`src/rtl/st_ordered_demultiplexer.sv`:
```
// rtl/st_ordered_demultiplexer.sv - round-robin stream splitter with arrival-order lane-id queue
module st_ordered_demultiplexer #(
  parameter int NB_OUT = 4,
  parameter int DWIDTH = 250,
  parameter int DEPTH  = 16,
  localparam int IW = (NB_OUT > 1) ? $clog2(NB_OUT) : 1,
  localparam int PW = (DEPTH > 1) ? $clog2(DEPTH) : 1,
  localparam int CW = PW + 1
) (
  input  logic              clk,
  input  logic              rst_n,
  input  logic              in_valid,
  output logic              in_ready,
  input  logic [DWIDTH-1:0] in_data,
  output logic              out_valid [NB_OUT],
  input  logic              out_ready [NB_OUT],
  output logic [DWIDTH-1:0] out_data  [NB_OUT],
  output logic              order_valid,
  input  logic              order_ready,
  output logic [IW-1:0]     order_data
);

  if ((NB_OUT < 1) || ((NB_OUT & (NB_OUT - 1)) != 0)) begin : g_bad_nb_out
    $error("st_ordered_demultiplexer: NB_OUT must be a power of two");
  end
  if ((DEPTH < 2) || ((DEPTH & (DEPTH - 1)) != 0)) begin : g_bad_depth
    $error("st_ordered_demultiplexer: DEPTH must be a power of two");
  end

  logic [NB_OUT-1:0] lane_valid_q;
  logic [DWIDTH-1:0] lane_data_q [NB_OUT];
  logic [NB_OUT-1:0] lane_free;
  logic [NB_OUT-1:0] lane_load;

  logic [IW-1:0] rr_ptr_q, rr_ptr_d;
  logic [IW-1:0] sel;
  logic [IW-1:0] idx;
  logic          any_free;
  logic          q_space;
  logic          accept;
  logic          pop;

  logic [IW-1:0] queue_q [DEPTH];
  logic [PW-1:0] wr_ptr_q, rd_ptr_q;
  logic [CW-1:0] count_q, count_d;

  // A lane is reusable in the same cycle its sink drains it.
  for (genvar i = 0; i < NB_OUT; i++) begin : g_lane
    assign lane_free[i] = !lane_valid_q[i] || out_ready[i];
    assign out_valid[i] = lane_valid_q[i];
    assign out_data[i]  = lane_data_q[i];

    always_ff @(posedge clk or negedge rst_n) begin
      if (!rst_n) begin
        lane_valid_q[i] <= 1'b0;
        lane_data_q[i]  <= '0;
      end else if (lane_load[i]) begin
        lane_valid_q[i] <= 1'b1;
        lane_data_q[i]  <= in_data;
      end else if (out_ready[i]) begin
        lane_valid_q[i] <= 1'b0;
      end
    end
  end

  always_comb begin
    sel      = '0;
    idx      = '0;
    any_free = 1'b0;
    for (int k = 0; k < NB_OUT; k++) begin
      idx = IW'((int'(rr_ptr_q) + k) % NB_OUT);
      if (!any_free && lane_free[idx]) begin
        sel      = idx;
        any_free = 1'b1;
      end
    end
  end

  // Space is judged on the registered count only, so in_ready never waits on order_ready.
  assign q_space     = (count_q < CW'(DEPTH));
  assign in_ready    = rst_n & any_free & q_space;
  assign accept      = in_valid & in_ready;
  assign order_valid = (count_q != '0);
  assign order_data  = queue_q[rd_ptr_q];
  assign pop         = order_valid & order_ready;

  always_comb begin
    lane_load = '0;
    if (accept) lane_load[sel] = 1'b1;
  end

  always_comb begin
    rr_ptr_d = rr_ptr_q;
    if (accept) rr_ptr_d = (sel == IW'(NB_OUT - 1)) ? '0 : sel + 1'b1;
  end

  always_comb begin
    count_d = count_q;
    if (accept && !pop)      count_d = count_q + 1'b1;
    else if (!accept && pop) count_d = count_q - 1'b1;
  end

  always_ff @(posedge clk or negedge rst_n) begin
    if (!rst_n) begin
      rr_ptr_q <= '0;
      wr_ptr_q <= '0;
      rd_ptr_q <= '0;
      count_q  <= '0;
    end else begin
      rr_ptr_q <= rr_ptr_d;
      count_q  <= count_d;
      if (accept) wr_ptr_q <= wr_ptr_q + 1'b1;
      if (pop)    rd_ptr_q <= rd_ptr_q + 1'b1;
    end
  end

  always_ff @(posedge clk) begin
    if (accept) queue_q[wr_ptr_q] <= sel;
  end

  a_no_push_full: assert property (@(posedge clk) disable iff (!rst_n)
    accept |-> (count_q < CW'(DEPTH)));
  a_no_pop_empty: assert property (@(posedge clk) disable iff (!rst_n)
    pop |-> (count_q != '0));
  a_load_onehot0: assert property (@(posedge clk) disable iff (!rst_n)
    $onehot0(lane_load));

endmodule
```
`config.mk`:
```
export PLATFORM = sky130hd
export DESIGN_NAME = st_ordered_demultiplexer
export DESIGN_NICKNAME = d
export VERILOG_FILES = /design/src/rtl/st_ordered_demultiplexer.sv
export SDC_FILE = /design/constraint.sdc
export NUM_CORES = 1
export LEC_CHECK = 0
export ABC_CLOCK_PERIOD_IN_PS = 5700
export CORE_AREA = 2 2 498 500
export CTS_CLUSTER_DIAMETER = 60
export CTS_CLUSTER_SIZE = 8
export DETAILED_ROUTE_END_ITERATION = 7
export DIE_AREA = 0 0 500 502
export PLACE_DENSITY = 0.46
export SETUP_SLACK_MARGIN = 0.5
export SLEW_MARGIN = 20
export SYNTH_ARGS = -nofsm -noshare
export SYNTH_HDL_FRONTEND = slang
export SYNTH_SLANG_ARGS = --single-unit
```
`constraint.sdc`:
```
create_clock -name clk -period 5.7 [get_ports clk]
set_input_delay 1.425 -clock clk [delete_from_list [all_inputs] [get_ports clk]]
set_output_delay 1.425 -clock clk [all_outputs]
set_load 0.01 [all_outputs]
```
* Word level (Yosys, flattened, before mapping)
Memory sizes are Yosys's and may differ from the RTL's. Index checks and enable logic that the tools add are counted.
Word-level totals: logic and storage cells 90, bits in registers 1019, input bits 258, output and inout port bits 1008, bits in writable memories 32, memories kept 1
Operators by class: eq/ne operators 1, reductions and logical operators 25, $add $sub $neg 8, muxes and demuxes 32, magnitude comparators 7, bitwise logic cells 4
Memories:
- queue_q | words 16, width 2, rd ports 1, clocked after memory_dff 0, write ports 1, line 43 | logic [IW-1:0] queue_q [DEPTH];
Operators by type and width (number):
- $mux W1 | 19
- $lt A2 B3 Y1 const B | 5
- $mux W2 | 5
- $mux W5 | 2
- $reduce_bool A2 Y1 | 5
- $logic_not A1 Y1 | 9
- $add A4 B1 Y4 const B | 2
- $bmux W1 S2 | 4
- $logic_and A1 B1 Y1 | 6
- $add A5 B1 Y5 const B | 1
- $lt A5 B5 Y1 const B | 1
- $reduce_bool A5 Y1 | 1
- $sub A5 B1 Y5 const B | 1
- $add A2 B1 Y2 const B | 2
- $add A2 B2 Y2 const B | 2
- $and A1 B1 Y1 | 4
- $logic_or A1 B1 Y1 | 4
- $mux W4 | 1
- $demux W1 S2 | 1
- $eq A2 B2 Y1 const B | 1
- $ge A2 B1 Y1 const B | 1

* Depth between registers and ports, before layout
Gate-level depths: netlist of the first run.
depth in word-level cells 21, mapped depth 11, depth with buffers taken out 9

* Least setup slack after synthesis of the first run
OpenSTA, ideal clock, no wires.
path kind input to register, from input out_ready[3] (netlist bit), to register lane_data_q, in the netlist out_data[762], setup slack 1653 ps, cell stages on the path 9, library setup time 128 ps, buffers on the path 2, arrival time 3919 ps, cells stage by stage nor2b_2 -> o21ai_0 -> a211oi_1 -> inv_1 -> ha_1 -> nand2_4 -> buf_6 -> buf_4 -> mux2_1
On the way: cells in the longest elaborated chain, start to end 18
RTL lines:
- from (decl) | line 16 | input logic out_ready [NB_OUT],
- $logic_or A1 B1 Y1 (*) | line 49 | assign lane_free[i] = !lane_valid_q[i] || out_ready[i];
- $bmux W1 S2 | line 72 | if (!any_free && lane_free[idx]) begin
- $mux W1 (implied by the code) | line 72
- $mux W1 | line 72
- $logic_not A1 Y1 | line 72
- $logic_and A1 B1 Y1 | line 72
- $mux W1 | line 72
- $logic_not A1 Y1 | line 72
- [... 3 more ...]
- $logic_and A1 B1 Y1 | line 72
- $mux W2 (*) | line 72
- named net sel[0] | line 36 | logic [IW-1:0] sel;
- $lt A2 B3 Y1 (implied by the code) / $ge A2 B1 Y1 (equally long branches) | line 89 | if (accept) lane_load[sel] = 1'b1;
- $logic_and A1 B1 Y1 (implied by the code) | line 89
- $mux W1 (implied by the code) | line 89
- $demux W1 S2 (*) | line 89
- $mux W4 (*) | line 89
- to (signal, indexed assignment) | line 59 | lane_data_q[i] <= in_data;
- to (decl) | line 31 | logic [DWIDTH-1:0] lane_data_q [NB_OUT];
The timed path passes the listed nets; every way through them passes the cells marked *. The select of a mux whose other input is x is not followed. A chain may end at the register's enable or synchronous reset.

* Worst setup path after layout of the first run
from register rd_ptr_q[0], to output order_data[1]
On the way: cells in the longest elaborated chain, start to end 1
RTL lines:
- from (decl) | line 44 | logic [PW-1:0] wr_ptr_q, rd_ptr_q;
- from (signal assigned) | line 113 | if (pop) rd_ptr_q <= rd_ptr_q + 1'b1;
- $mem_v2 Z16 W2
- to (decl) | line 20 | output logic [IW-1:0] order_data
Every way passes these cells.

==> results of run 1 <==
final timing paths:
| kind | cells past startpoint | slack, ns | end | from |
|---|---|---|---|---|
| min reg2reg | 1 | 0.48 | out_data[596] | out_data[596] |
| max | 5 | 0.98 | order_data[1] | rd_ptr_q[0] |
| min in group asynchronous | 1 | 0.53 | out_data[155] | rst_n |
| max reg2reg | 10 | 2.38 | out_data[474] | out_valid[1] |
| min | 1 | 0.48 | out_data[596] | out_data[596] |
| max in group asynchronous | 4 | 2.65 | out_data[44] | rst_n |
routing by layer:
metal	share of wire	track usage	up-vias
met5	0.000079	0	-
met4	0.020	0.0330	2
met3	0.11	0.0601	211
met2	0.49	0.214	1116
met1	0.38	0.143	13100
li1	-	-	10900
critical path: stages, from the launching register on:
cell,delay (ns)
sky130_fd_sc_hd__dfrtp_1,0.74
sky130_fd_sc_hd__mux4_2,0.60
sky130_fd_sc_hd__nor2b_1,0.16
sky130_fd_sc_hd__a211oi_1,0.23
sky130_fd_sc_hd__a21oi_1,0.08
sky130_fd_sc_hd__clkdlybuf4s50_1,0.70
stage by stage:
| step | cell area [µm²] | cells | total power [mW] | hold WS, ns | utilization |
|---|---|---|---|---|---|
| detailed placement | 56400 | 6736 | 28.8 | 0.480 | 0.230 |
| floorplan | 39700 | 2292 | 18.4 | 0.469 | - |
| finish | 61100 | 6962 | 37.3 | 0.485 | 0.249 |
| CTS | 61000 | 6947 | 38.1 | 0.434 | 0.249 |
| global placement | 56400 | 6736 | 28.6 | 0.472 | 0.230 |
| global route | 61000 | 6950 | 39.4 | 0.464 | 0.249 |
cell type report:
cell class / instances / area [µm²]
Antenna cell: 15 / 37.5
Clock buffer: 186 / 4250
Clock inverter: 25 / 419
Fill cell: 25300 / 184000
Inverter: 6 / 22.5
Multi-Input combinational cell: 1119 / 12300
Sequential cell: 1051 / 26500
Tap cell: 3220 / 4030
Timing Repair Buffer: 1340 / 13500
cell families (layout without fill, tap and decap cells):
kind of cell | after synthesis | in the layout | share of synthesized area
buffers and inverters | 122 | 1557 | 0.0247
multiplexers | 1013 | 1013 | 0.289
adder cells (fa/ha/maj) | 14 | 14 | 0.00460
AND/OR/NAND/NOR | 57 | 57 | 0.00923
XOR/XNOR | 9 | 9 | 0.00198
flip-flops | 1051 | 1051 | 0.666
AO/OA/AOI/OAI | 26 | 26 | 0.00438
other | 0 | 15 | 0
sequential cells by signal, indices dropped and copies added (netlist names):
name	count
out_data	1000
queue_q	32
count_q	5
out_valid	4
rd_ptr_q	4
wr_ptr_q	4
rr_ptr_q	2
power groups by stage:
stage	combinational [mW]	clock, mW	sequential [mW]
after floorplan	3.79	0	14.6
after global placement	15.5	0	13.1
after detailed placement	15.5	0	13.2
after CTS	15.6	9.32	13.2
after global routing	16.2	9.64	13.6
final	15.3	8.96	13.1
synthesized netlist by cell type (3+ instances only):
library cell / instances / area [µm²]
sky130_fd_sc_hd__a21oi_1: 6 / 30.0
sky130_fd_sc_hd__mux2_1: 567 / 6380
sky130_fd_sc_hd__nor2_1: 4 / 15.0
sky130_fd_sc_hd__buf_6: 53 / 597
sky130_fd_sc_hd__and2_1: 4 / 25.0
sky130_fd_sc_hd__mux4_2: 8 / 180
sky130_fd_sc_hd__clkbuf_1: 6 / 22.5
sky130_fd_sc_hd__dfrtp_1: 1019 / 25500
sky130_fd_sc_hd__nor2b_1: 4 / 25.0
sky130_fd_sc_hd__nand2b_1: 6 / 37.5
sky130_fd_sc_hd__xnor2_1: 6 / 52.6
sky130_fd_sc_hd__o21ai_0: 6 / 30.0
sky130_fd_sc_hd__buf_2: 36 / 180
sky130_fd_sc_hd__mux2i_1: 3 / 30.0
sky130_fd_sc_hd__xor2_1: 3 / 26.3
sky130_fd_sc_hd__nand2_1: 10 / 37.5
sky130_fd_sc_hd__nor3b_1: 5 / 37.5
sky130_fd_sc_hd__a211oi_1: 4 / 30.0
sky130_fd_sc_hd__nor3_1: 4 / 20.0
sky130_fd_sc_hd__mux2_2: 435 / 4900
sky130_fd_sc_hd__nand2_4: 3 / 33.8
sky130_fd_sc_hd__buf_4: 21 / 158
sky130_fd_sc_hd__inv_1: 6 / 22.5
sky130_fd_sc_hd__and4_1: 4 / 35.0
sky130_fd_sc_hd__nor4b_1: 4 / 35.0
sky130_fd_sc_hd__edfxtp_1: 32 / 961
sky130_fd_sc_hd__ha_1: 13 / 163
==> results list, run 1 <==
- Static timing analysis puts the maximum clock frequency at 212 MHz.
- Setup TNS: 0 ns
- Number of violations reported at the end of detailed-routing iteration 0: 956
- The die covers 0.251 mm².
* Starting density of the core: 0.162
- Clock period minus final worst setup slack: 4.72 ns
* Cells after synthesis: 2292
- After clock tree synthesis, the clock-pin slew on the worst setup and hold paths is 0.05 ns.
- Data on the critical path is required at its endpoint by 4.28 ns.
- Crit share post-route: 0.828
- Highest-count cells in the layout ignoring fill and taps: 1264 x sky130_fd_sc_hd__clkdlybuf4s50_1, 1019 x sky130_fd_sc_hd__dfrtp_1, 567 x sky130_fd_sc_hd__mux2_1
- Total number of H-tree levels: 4
* Latest clock arrival within the worst-skew pair: 0.78 ns
- Combinational fraction of design power: 0.408
- Initial antenna violation count: 28
- The share of total power dissipated in sequential elements is 0.352.
* Max Cap Violations: 0
* Final RePlAce weighted congestion: 0.798
- Summed over all nets, the switching power comes to 12.1 mW.
* Type of the setup path with the least slack: reg2out
- Via count of the first global-routing pass: 27200
* Post-synthesis sequential element count: 1051
* Clock share of power: 0.240
- After clock tree synthesis, the repair step resized 0 gates.
- 1266 I/O pins were placed.
* Startpoint type of the worst setup path: flop
- After floorplanning, the core was divided into 182 placement rows.
- The area growth from synthesis to layout is 53.7%.
- Relative slew slack: 0.412
- Leakage Power: 25.4 nW
- CTS tree: yes
- Along the worst path, the maximum fanout reaches 11.
- After detailed routing, the average wire length per cell comes to 23.5 µm.
- No sink is reached through more buffers than the 3 on the longest clock path.
- In the final layout, the share of cells above drive strength 1 is 0.194.
- Setup crit end kind: output pin
* Cts hold-fix bufs: 0
- The count of buffers added on input and output ports is 1265.
- Clock tree synthesis selected as its root buffer the cell sky130_fd_sc_hd__clkbuf_16.
- Dividing the synthesized area by the synthesized cell count gives 17.3 µm².
* Net count of the finished layout: 3951
- Routed wire length: 164 mm
- The internal power of the cells totals 25.3 mW.
* Worst setup slack after placement: 0.817 ns
- Number of enable flip-flop cells after synthesis: 32
- Fraction of the yosys area taken by sequential cells: 0.666
* Number of nets with antenna violations after routing: 0
* Yosys synthesis warning count: 0
- After layout, the worst setup slack is 0.979 ns.
- The count of final max-slew check failures is 0.
* IR drop worst, VDD: 291 µV
- Post-synth net total: 2564
- Most instantiated flip-flop cell in the synthesis netlist: sky130_fd_sc_hd__dfrtp_1
- Sum of net half-perimeters after detailed placement: 124 mm
- Die width: 500 µm
- Setup repair after global routing left no endpoint under its margin.
- In this run the cell area of the synthesized design comes to 0.0397 mm².
* Overall overflow remaining after global route: 0
- Via-per-instance ratio: 3.64
* Wire length of the first global-routing pass: 225 mm
* Result of the run: finished, final reports clean
- Total clock buffers created by CTS: 161
- Measured slew at the worst slew-check pin: 0.879 ns
- Setup violations remaining at the end of the flow were counted as 0.
- Worst path arrival time: 3.30 ns
- Fraction of synthesis flops using an asynchronous set or reset pin: 0.970
- Power per standard cell area: 611 mW/mm²
- The min-delay analysis places its worst path in the category reg2reg.
- Clock skew: 0.0469 ns
* First-pass DRT Iterations: 4
- Leaving out fill and tap cells, the most frequent cell in the layout is sky130_fd_sc_hd__clkdlybuf4s50_1.
- Largest net degree at the start of global routing: 137
- Total global-route track usage: 0.127
- The final route contains 25300 vias.
- After floorplanning, the core was sized to cover 0.245 mm².
- Final routed DRC violation total: 0
- The tree built by TritonCTS fans out to 1051 sinks.
- Count of final hold-check violations: 0
* Sw Ratio: 0.323
* Setup bufs post-CTS: 0
- In this run the vertical extent of the chip is 502 µm.
* Count of unique library cells instantiated by Yosys: 44
Note: power is estimated with default switching activity, not from simulation.
==> run 2, diff against run 1 <==
--- a/config.mk
+++ b/config.mk
@@ -5,12 +5,12 @@
 export SDC_FILE = /design/constraint.sdc
 export NUM_CORES = 1
 export LEC_CHECK = 0
-export ABC_CLOCK_PERIOD_IN_PS = 5700
-export CORE_AREA = 2 2 498 500
+export ABC_CLOCK_PERIOD_IN_PS = 5000
+export CORE_AREA = 2 2 499 501
 export CTS_CLUSTER_DIAMETER = 60
 export CTS_CLUSTER_SIZE = 8
 export DETAILED_ROUTE_END_ITERATION = 7
-export DIE_AREA = 0 0 500 502
+export DIE_AREA = 0 0 501 503
 export PLACE_DENSITY = 0.46
 export SETUP_SLACK_MARGIN = 0.5
 export SLEW_MARGIN = 20
==> constraint.sdc (replaced) <==
create_clock -name clk -period 5 [get_ports clk]
set_input_delay 1.25 -clock clk [delete_from_list [all_inputs] [get_ports clk]]
set_output_delay 1.25 -clock clk [all_outputs]
set_load 0.01 [all_outputs]
==> run 2 against run 1 <==
  * Critical endpoint is now order_data[0]
  * Hold slack got worse by 0.14 ns
  * Total power grew 14%
  * Cell area hardly changed
  * Cell count up 0.14%
==> results list, run 2 (synthesis gave the netlist of run 1 again) <==
* Core Region: 0.247 mm² (+0.74%)
* Flip-flop count of the largest register after layout: 1000 (unchanged)
- The detailed-route vias per instance is 3.63 (-0.24%).
* Via count of the first global-routing pass: 27300 (+0.27%)
- Worst-case setup margin in the final layout: 0.718 ns (-0.261 ns)
- The initial antenna violation count is 39 (+39%).
- The worst hold slack across all endpoints is 0.341 ns (-0.144 ns).
- The count of final max-slew check failures came to 0 (unchanged).
* Final RePlAce weighted congestion: 0.802 (+0.39%)
- The total CTS buffers was 162 (+0.62%).
- The total routing resource utilization after global routing came to 0.124 (-0.00300).
- Cell chosen for the clock root: sky130_fd_sc_hd__clkbuf_16
* Worst path arrival time: 3.03 ns (-0.27 ns)
- Setup crit end kind: output pin
- Highest-count cells in the layout ignoring fill and taps: 1264 x sky130_fd_sc_hd__clkdlybuf4s50_1, 1018 x sky130_fd_sc_hd__dfrtp_1, 567 x sky130_fd_sc_hd__mux2_1
- The net total in the final layout is 3944 (-0.18%).
- The overall overflow remaining after global route is 0 (unchanged).
- The worst path required time was 3.75 ns (-0.53 ns).
* Clock skew: 0.0516 ns (+0.00471 ns)
* Routed wire length: 161 mm (-2.0%)
- The latest clock arrival within the worst-skew pair is 0.79 ns (about the same).
- The final number of setup-violating endpoints came to 0 (unchanged).
- Tightest Hold Check Type: in2async
- The number of placement rows was 183 (+0.55%).
* Die Y-Extent: 503 µm (+0.20%)
* Largest net degree at the start of global routing: 149 (+8.8%)
* Clock Tree Buf Depth: 3 (unchanged)
* Total of buffers placed on input and output ports: 1265 (unchanged)
- Count of final hold-check violations: 0 (unchanged)
* # IOs: 1266 (unchanged)
- The H-tree depth reported by CTS was 4 (unchanged).
- Max Cap Violations: 0 (unchanged)
* Die width: 501 µm (+0.20%)
- RSZ-0062 raised after global routing: false
- Area overhead of the layout relative to synthesis: 53.8% (about the same)
- Final routed DRC violation total: 0 (unchanged)
- The hold buffer count at CTS came to 0 (unchanged).
- Setup TNS: 0 ns (unchanged)
- CTS tree: yes
- The remaining max-slew budget at the tightest pin was 0.359 (-0.0536).
- IR drop worst, VDD: 333 µV (+15%)
- Worst Path Max Fanout: 11 (unchanged)
* Power per standard cell area: 694 mW/mm² (+14%)
* Leakage Power: 25.4 nW (about the same)
- Measured slew at the worst slew-check pin: 0.962 ns (+0.0831 ns)
- Startpoint type of the worst setup path: flop
- The wire length of the first global-routing pass is 222 mm (-1.5%).
- Share of post-route cells with drive strength above 1: 0.194 (-0.000389)
- The clock edge transition at the registers on the reported setup and hold paths came to 0.04 ns (about the same).
- Result of the run: finished, final reports clean
- The number of detailed-route iterations in the first pass was 4 (unchanged).
- Type of the setup path with the least slack: reg2out
* Number of nets with antenna violations after routing: 0 (unchanged)
* Crit share post-route: 0.856
- Post-layout power: 42.4 mW (+14%)
- Sum of net half-perimeters after detailed placement: 121 mm (-2.3%)
- Die area: 0.252 mm² (+0.40%)
- The pre-CTS setup slack came to 0.524 ns (-0.293 ns).
* Number of violations reported at the end of detailed-routing iteration 0: 907 (-5.1%)
* Most common cell after layout, fill and taps aside: sky130_fd_sc_hd__clkdlybuf4s50_1
* Maximum clock frequency: 234 MHz
- CTS Sinks: 1051 (unchanged)
- The per-cell routed wire length came to 23.1 µm (-2.1%).
- Via count: 25300 (-0.099%)
- The effective utilization at floorplan is 0.161 (-0.00118).
- Counting I/O delays and the setup requirement, the final critical path takes 4.28 ns.
-- run 2: changes by cell type in the layout (fill, tap and decap cells not counted), moves of 2 or more --
cell	change
sky130_fd_sc_hd__clkinv_4	+2
sky130_fd_sc_hd__inv_16	-2
sky130_fd_sc_hd__clkinv_2	+3
sky130_fd_sc_hd__clkbuf_8	-2
sky130_fd_sc_hd__buf_12	+6
sky130_fd_sc_hd__clkbuf_1	-3
sky130_fd_sc_hd__buf_4	-14
-- run 2: worst paths after layout --
check	startpoint	endpoint	slack, ns	depth (start not counted)
hold reg to reg	out_data[472]	out_data[472]	0.48	1
setup / recovery	rd_ptr_q[0]	order_data[0]	0.72	5
hold / removal	rst_n	out_data[638]	0.34	1
max in group asynchronous	rst_n	out_data[14]	2.29	4
setup reg to reg	out_valid[2]	out_data[400]	1.91	9
min in group clk	out_data[472]	out_data[472]	0.48	1
-- run 2: layout make-up --
type / instances / area [µm²]
tap: 3237 / 4050
clock inverter: 30 / 458
multi-input combinational: 1119 / 12300
clock buffer: 181 / 4210
inverter: 6 / 22.5
fill: 25700 / 186000
timing repair buffer: 1332 / 13500
sequential: 1051 / 26500
antenna: 16 / 40.0
-- run 2: critical path: stages (launching register included) --
cell                              delay [ns]
sky130_fd_sc_hd__dfrtp_2                0.58
sky130_fd_sc_hd__mux4_2                 0.57
sky130_fd_sc_hd__nor2b_1                0.15
sky130_fd_sc_hd__a211oi_1               0.28
sky130_fd_sc_hd__a21oi_1                0.11
sky130_fd_sc_hd__clkdlybuf4s50_1        0.56
-- run 2: metrics by stage --
step,area (µm²),instances,utilization
final,61100,6972,0.247
after global routing,61100,6962,0.247
after CTS,61100,6956,0.247
after detailed placement,56400,6745,0.228
after global placement,56400,6745,0.228
after floorplan,39700,2292,-
-- run 2: layer usage --
metal  GRT usage  up-vias  share of wire
met5           0        -       0.000075
met2       0.206     1087           0.47
met4      0.0375        2          0.028
met1       0.141    13100           0.39
met3      0.0567      219           0.11
li1            -    11000              -
-- run 2: power by group --
group | total [mW] | leakage, nW | internal [mW] | switching (mW)
clock | 10.2 | 2.27 | 6.12 | 4.05
combinational | 17.3 | 10.4 | 9.95 | 7.33
sequential | 15.0 | 12.7 | 12.7 | 2.27
total | 42.4 | 25.4 | 28.8 | 13.6
-- run 2: repair_timing --
action / CTS / global route
buffers inserted: 0 / 0
endpoints found under the setup margin: 2 / 0
resized for setup: 1 / 0
==> run 3, diff against run 2 <==
==> constraint.sdc (replaced) <==
create_clock -name clk -period 5 [get_ports clk]
set_input_delay 1 -clock clk [delete_from_list [all_inputs] [get_ports clk]]
set_output_delay 1 -clock clk [all_outputs]
set_load 0.01 [all_outputs]
==> run 3 against run 2 <==
  * Via count fell by 0.23%
  * Register-to-register slack got worse by 0.16 ns
  * Wire length rose by 1.1%
  * Cell count barely moved
  * Flip-flop and latch count did not move
  * Worst setup slack improved by 0.26 ns
  * Count of clock-buffer cells in the layout fell by 4
  * Critical endpoint unchanged
==> results list, run 3 (synthesis gave the netlist of run 1 again) <==
- The flow ran to the end, and the final reports show no timing, DRC or antenna violations.
- The worst path arrival time came to 3.02 ns (about the same).
- The die boundary width came to 501 µm (unchanged).
- Crit share post-route: 0.804 (-0.0522)
- The relative contribution of sequential cells to total power was 0.353 (about the same).
* Via count of the first global-routing pass: 27300 (-0.062%)
- Latest clock arrival within the worst-skew pair: 0.81 ns (+0.02 ns)
* Clock skew: 0.0668 ns (+0.0152 ns)
- The post-layout worst setup margin is 0.979 ns (+0.261 ns).
- The count of final max-slew check failures is 0 (unchanged).
* Total of buffers placed on input and output ports: 1265 (unchanged)
- The combinational share of power came to 0.405 (-0.002).
- The placed standard-cell area came to 0.0563 mm² (-0.14%).
- The worst setup path is captured at an output pin.
- Clock share of power: 0.242 (+0.002)
- STA classifies the critical path startpoint as a flop.
- Total number of H-tree levels: 4 (unchanged)
- The proportion of layout cells with a drive suffix above 1 was 0.194 (+0.000538).
- The detailed-route vias per instance was 3.63 (-0.17%).
- The final number of setup-violating endpoints came to 0 (unchanged).
* Cts hold-fix bufs: 0 (unchanged)
- Worst Path Max Fanout: 11 (unchanged)
- Post-layout power: 42.6 mW (+0.40%)
* First-pass DRT Iterations: 4 (unchanged)
* Worst flop-to-flop path startpoint: out_valid[1]
- The area of the core was 0.247 mm² (unchanged).
* Type of the setup path with the least slack: reg2out
* Clock transition time at the flip-flop clock pins of the worst setup and hold paths: 0.05 ns (about the same)
- Wire length of the first global-routing pass: 225 mm (+1.4%)
- The initial antenna violation count is 33 (-15%).
* Site row count: 183 (unchanged)
- The violation count after the first detailed-routing iteration is 941 (+3.7%).
- The y dimension of the die came to 503 µm (unchanged).
- The highest clock rate came to 249 MHz (+6.5%).
- TritonCTS built the clock tree.
- The global placement routability congestion came to 0.795 (-0.76%).
- Overall overflow remaining after global route: 0 (unchanged)
* Via count: 25300 (-0.23%)
- The effective utilization at floorplan came to 0.161 (unchanged).
- The net total in the final layout came to 3948 (+0.10%).
- Internal power consumption: 28.9 mW (+0.27%)
- Clock period minus final worst setup slack: 4.02 ns (-0.261 ns)
- The number of remaining DRC errors is 0 (unchanged).
* Average wire length per cell after detail routing: 23.3 µm (+1.2%)
- The net switching share of the total power was 0.322 (+0.000860).
- Worst R2R Setup Slack: 1.75 ns (-0.16 ns)
* Total global-route track usage: 0.126 (+0.00181)
* Leakage Power: 25.4 nW (about the same)
* Post-route standard cell area excluding fillers: 0.0611 mm² (about the same)
* RSZ-0062 raised after global routing: false
* WP data required: 4.00 ns (+0.25 ns)
- The number of antenna-violating nets in the routed design came to 0 (unchanged).
* Routed wire length: 163 mm (+1.1%)
* Total clock buffers created by CTS: 163 (+0.62%)
- Fill cells: 25600 (-0.29%)
- The hold violation total from the final report is 0 (unchanged).
* Measured slew at the worst slew-check pin: 1.02 ns (+0.0624 ns)
- The pre-CTS setup slack was 0.635 ns (+0.112 ns).
- Sum of net half-perimeters after detailed placement: 122 mm (+0.81%)
* IR drop worst, VDD: 312 µV (-6.5%)
- The clock sink count was 1051 (unchanged).
- The number of maximum-capacitance violations came to 0 (unchanged).
- Crit Reg-Reg Endpoint: out_data[340]
- Largest net degree at the start of global routing: 147 (-1.3%)
- The library cell used most frequently in the layout, excluding fill and tap cells, is sky130_fd_sc_hd__clkdlybuf4s50_1.
- The boundary pin count is 1266 (unchanged).
- Clock Tree Buf Depth: 3 (unchanged)
- The number of cells traversed by the worst register-to-register path came to 7 (-2).
- Power per standard cell area: 697 mW/mm² (+0.44%)
- Highest-count cells in the layout ignoring fill and taps: 1264 x sky130_fd_sc_hd__clkdlybuf4s50_1, 1018 x sky130_fd_sc_hd__dfrtp_1, 567 x sky130_fd_sc_hd__mux2_1
- Cell chosen for the clock root: sky130_fd_sc_hd__clkbuf_16
- The accumulated negative setup slack is 0 ns (unchanged).
* Flip-flop count of the largest register after layout: 1000 (unchanged)
- Tightest Hold Check Type: in2async
- Area overhead of the layout relative to synthesis: 53.7% (about the same)
- The remaining max-slew budget at the tightest pin came to 0.317 (-0.0416).
- The net switching power came to 13.7 mW (+0.66%).
* Die area: 0.252 mm² (unchanged)
run 3: changes by cell type in the layout (fill, tap and decap cells not counted):
cell | before | now
sky130_fd_sc_hd__clkbuf_8 | 6 | 3
sky130_fd_sc_hd__diode_2 | 16 | 12
sky130_fd_sc_hd__clkbuf_1 | 12 | 10
sky130_fd_sc_hd__clkinv_4 | 7 | 8
sky130_fd_sc_hd__buf_4 | 37 | 48
sky130_fd_sc_hd__buf_12 | 30 | 22
sky130_fd_sc_hd__clkinvlp_4 | 3 | 4
sky130_fd_sc_hd__clkinv_2 | 5 | 2
sky130_fd_sc_hd__clkbuf_16 | 163 | 164
sky130_fd_sc_hd__bufinv_16 | 4 | 6
sky130_fd_sc_hd__inv_6 | 3 | 2
sky130_fd_sc_hd__clkinv_16 | 5 | 6
run 3: how the worst max path moves through the flow:
stage                               end  slack [ns]          from
after CTS                 order_data[0]        0.60   rd_ptr_q[0]
after global routing      order_data[0]        0.74   rd_ptr_q[0]
after detailed placement  out_data[339]        0.64  out_ready[3]
final                     order_data[0]        0.98   rd_ptr_q[0]
after floorplan           out_data[762]        1.38  out_ready[3]
after global placement    out_data[342]        0.62  out_ready[2]
run 3: layout make-up:
type / instances / area, µm² / area share
inverters: 6 / 22.5 / 0.000369
well taps: 3237 / 4050 / 0.0663
repair buffers: 1335 / 13500 / 0.220
diodes: 12 / 30.0 / 0.000492
clock inverters: 31 / 541 / 0.00885
clock buffers: 177 / 4180 / 0.0685
multi-input cells: 1119 / 12300 / 0.202
flip-flops and latches: 1051 / 26500 / 0.433
run 3: power by group through the flow:
stage	logic (mW)	clock network (mW)	registers (mW)
final	17.3	10.3	15.0
after global routing	18.3	11.1	15.6
after CTS	17.6	10.8	15.1
after detailed placement	17.6	0	15.1
after global placement	17.5	0	15.0
after floorplan	4.33	0	16.7
run 3: what timing repair did:
item / in CTS / in global routing
gates resized for setup: 0 / 1
buffers inserted: 0 / 0
endpoints found under the setup margin: 0 / 1
run 3: critical path, stage by stage, from the launching register on:
cell	delay (ns)
sky130_fd_sc_hd__dfrtp_2	0.59
sky130_fd_sc_hd__mux4_2	0.57
sky130_fd_sc_hd__nor2b_1	0.14
sky130_fd_sc_hd__a211oi_1	0.28
sky130_fd_sc_hd__a21oi_1	0.08
sky130_fd_sc_hd__clkdlybuf4s50_1	0.57
run 3: layer usage:
| layer | share of wire | up-vias | global-route usage |
|---|---|---|---|
| met3 | 0.11 | 219 | 0.0586 |
| li1 | - | 10900 | - |
| met5 | 0 | - | 0 |
| met4 | 0.030 | 0 | 0.0426 |
| met1 | 0.39 | 13000 | 0.143 |
| met2 | 0.47 | 1106 | 0.206 |
run 3: metrics by stage:
stage	util	std cells	hold WS [ns]
after floorplan	-	2292	0.469
after global placement	0.228	6748	0.473
after detailed placement	0.228	6748	0.480
after CTS	0.247	6956	0.0115
after global routing	0.247	6961	0.0253
final	0.247	6968	0.0884
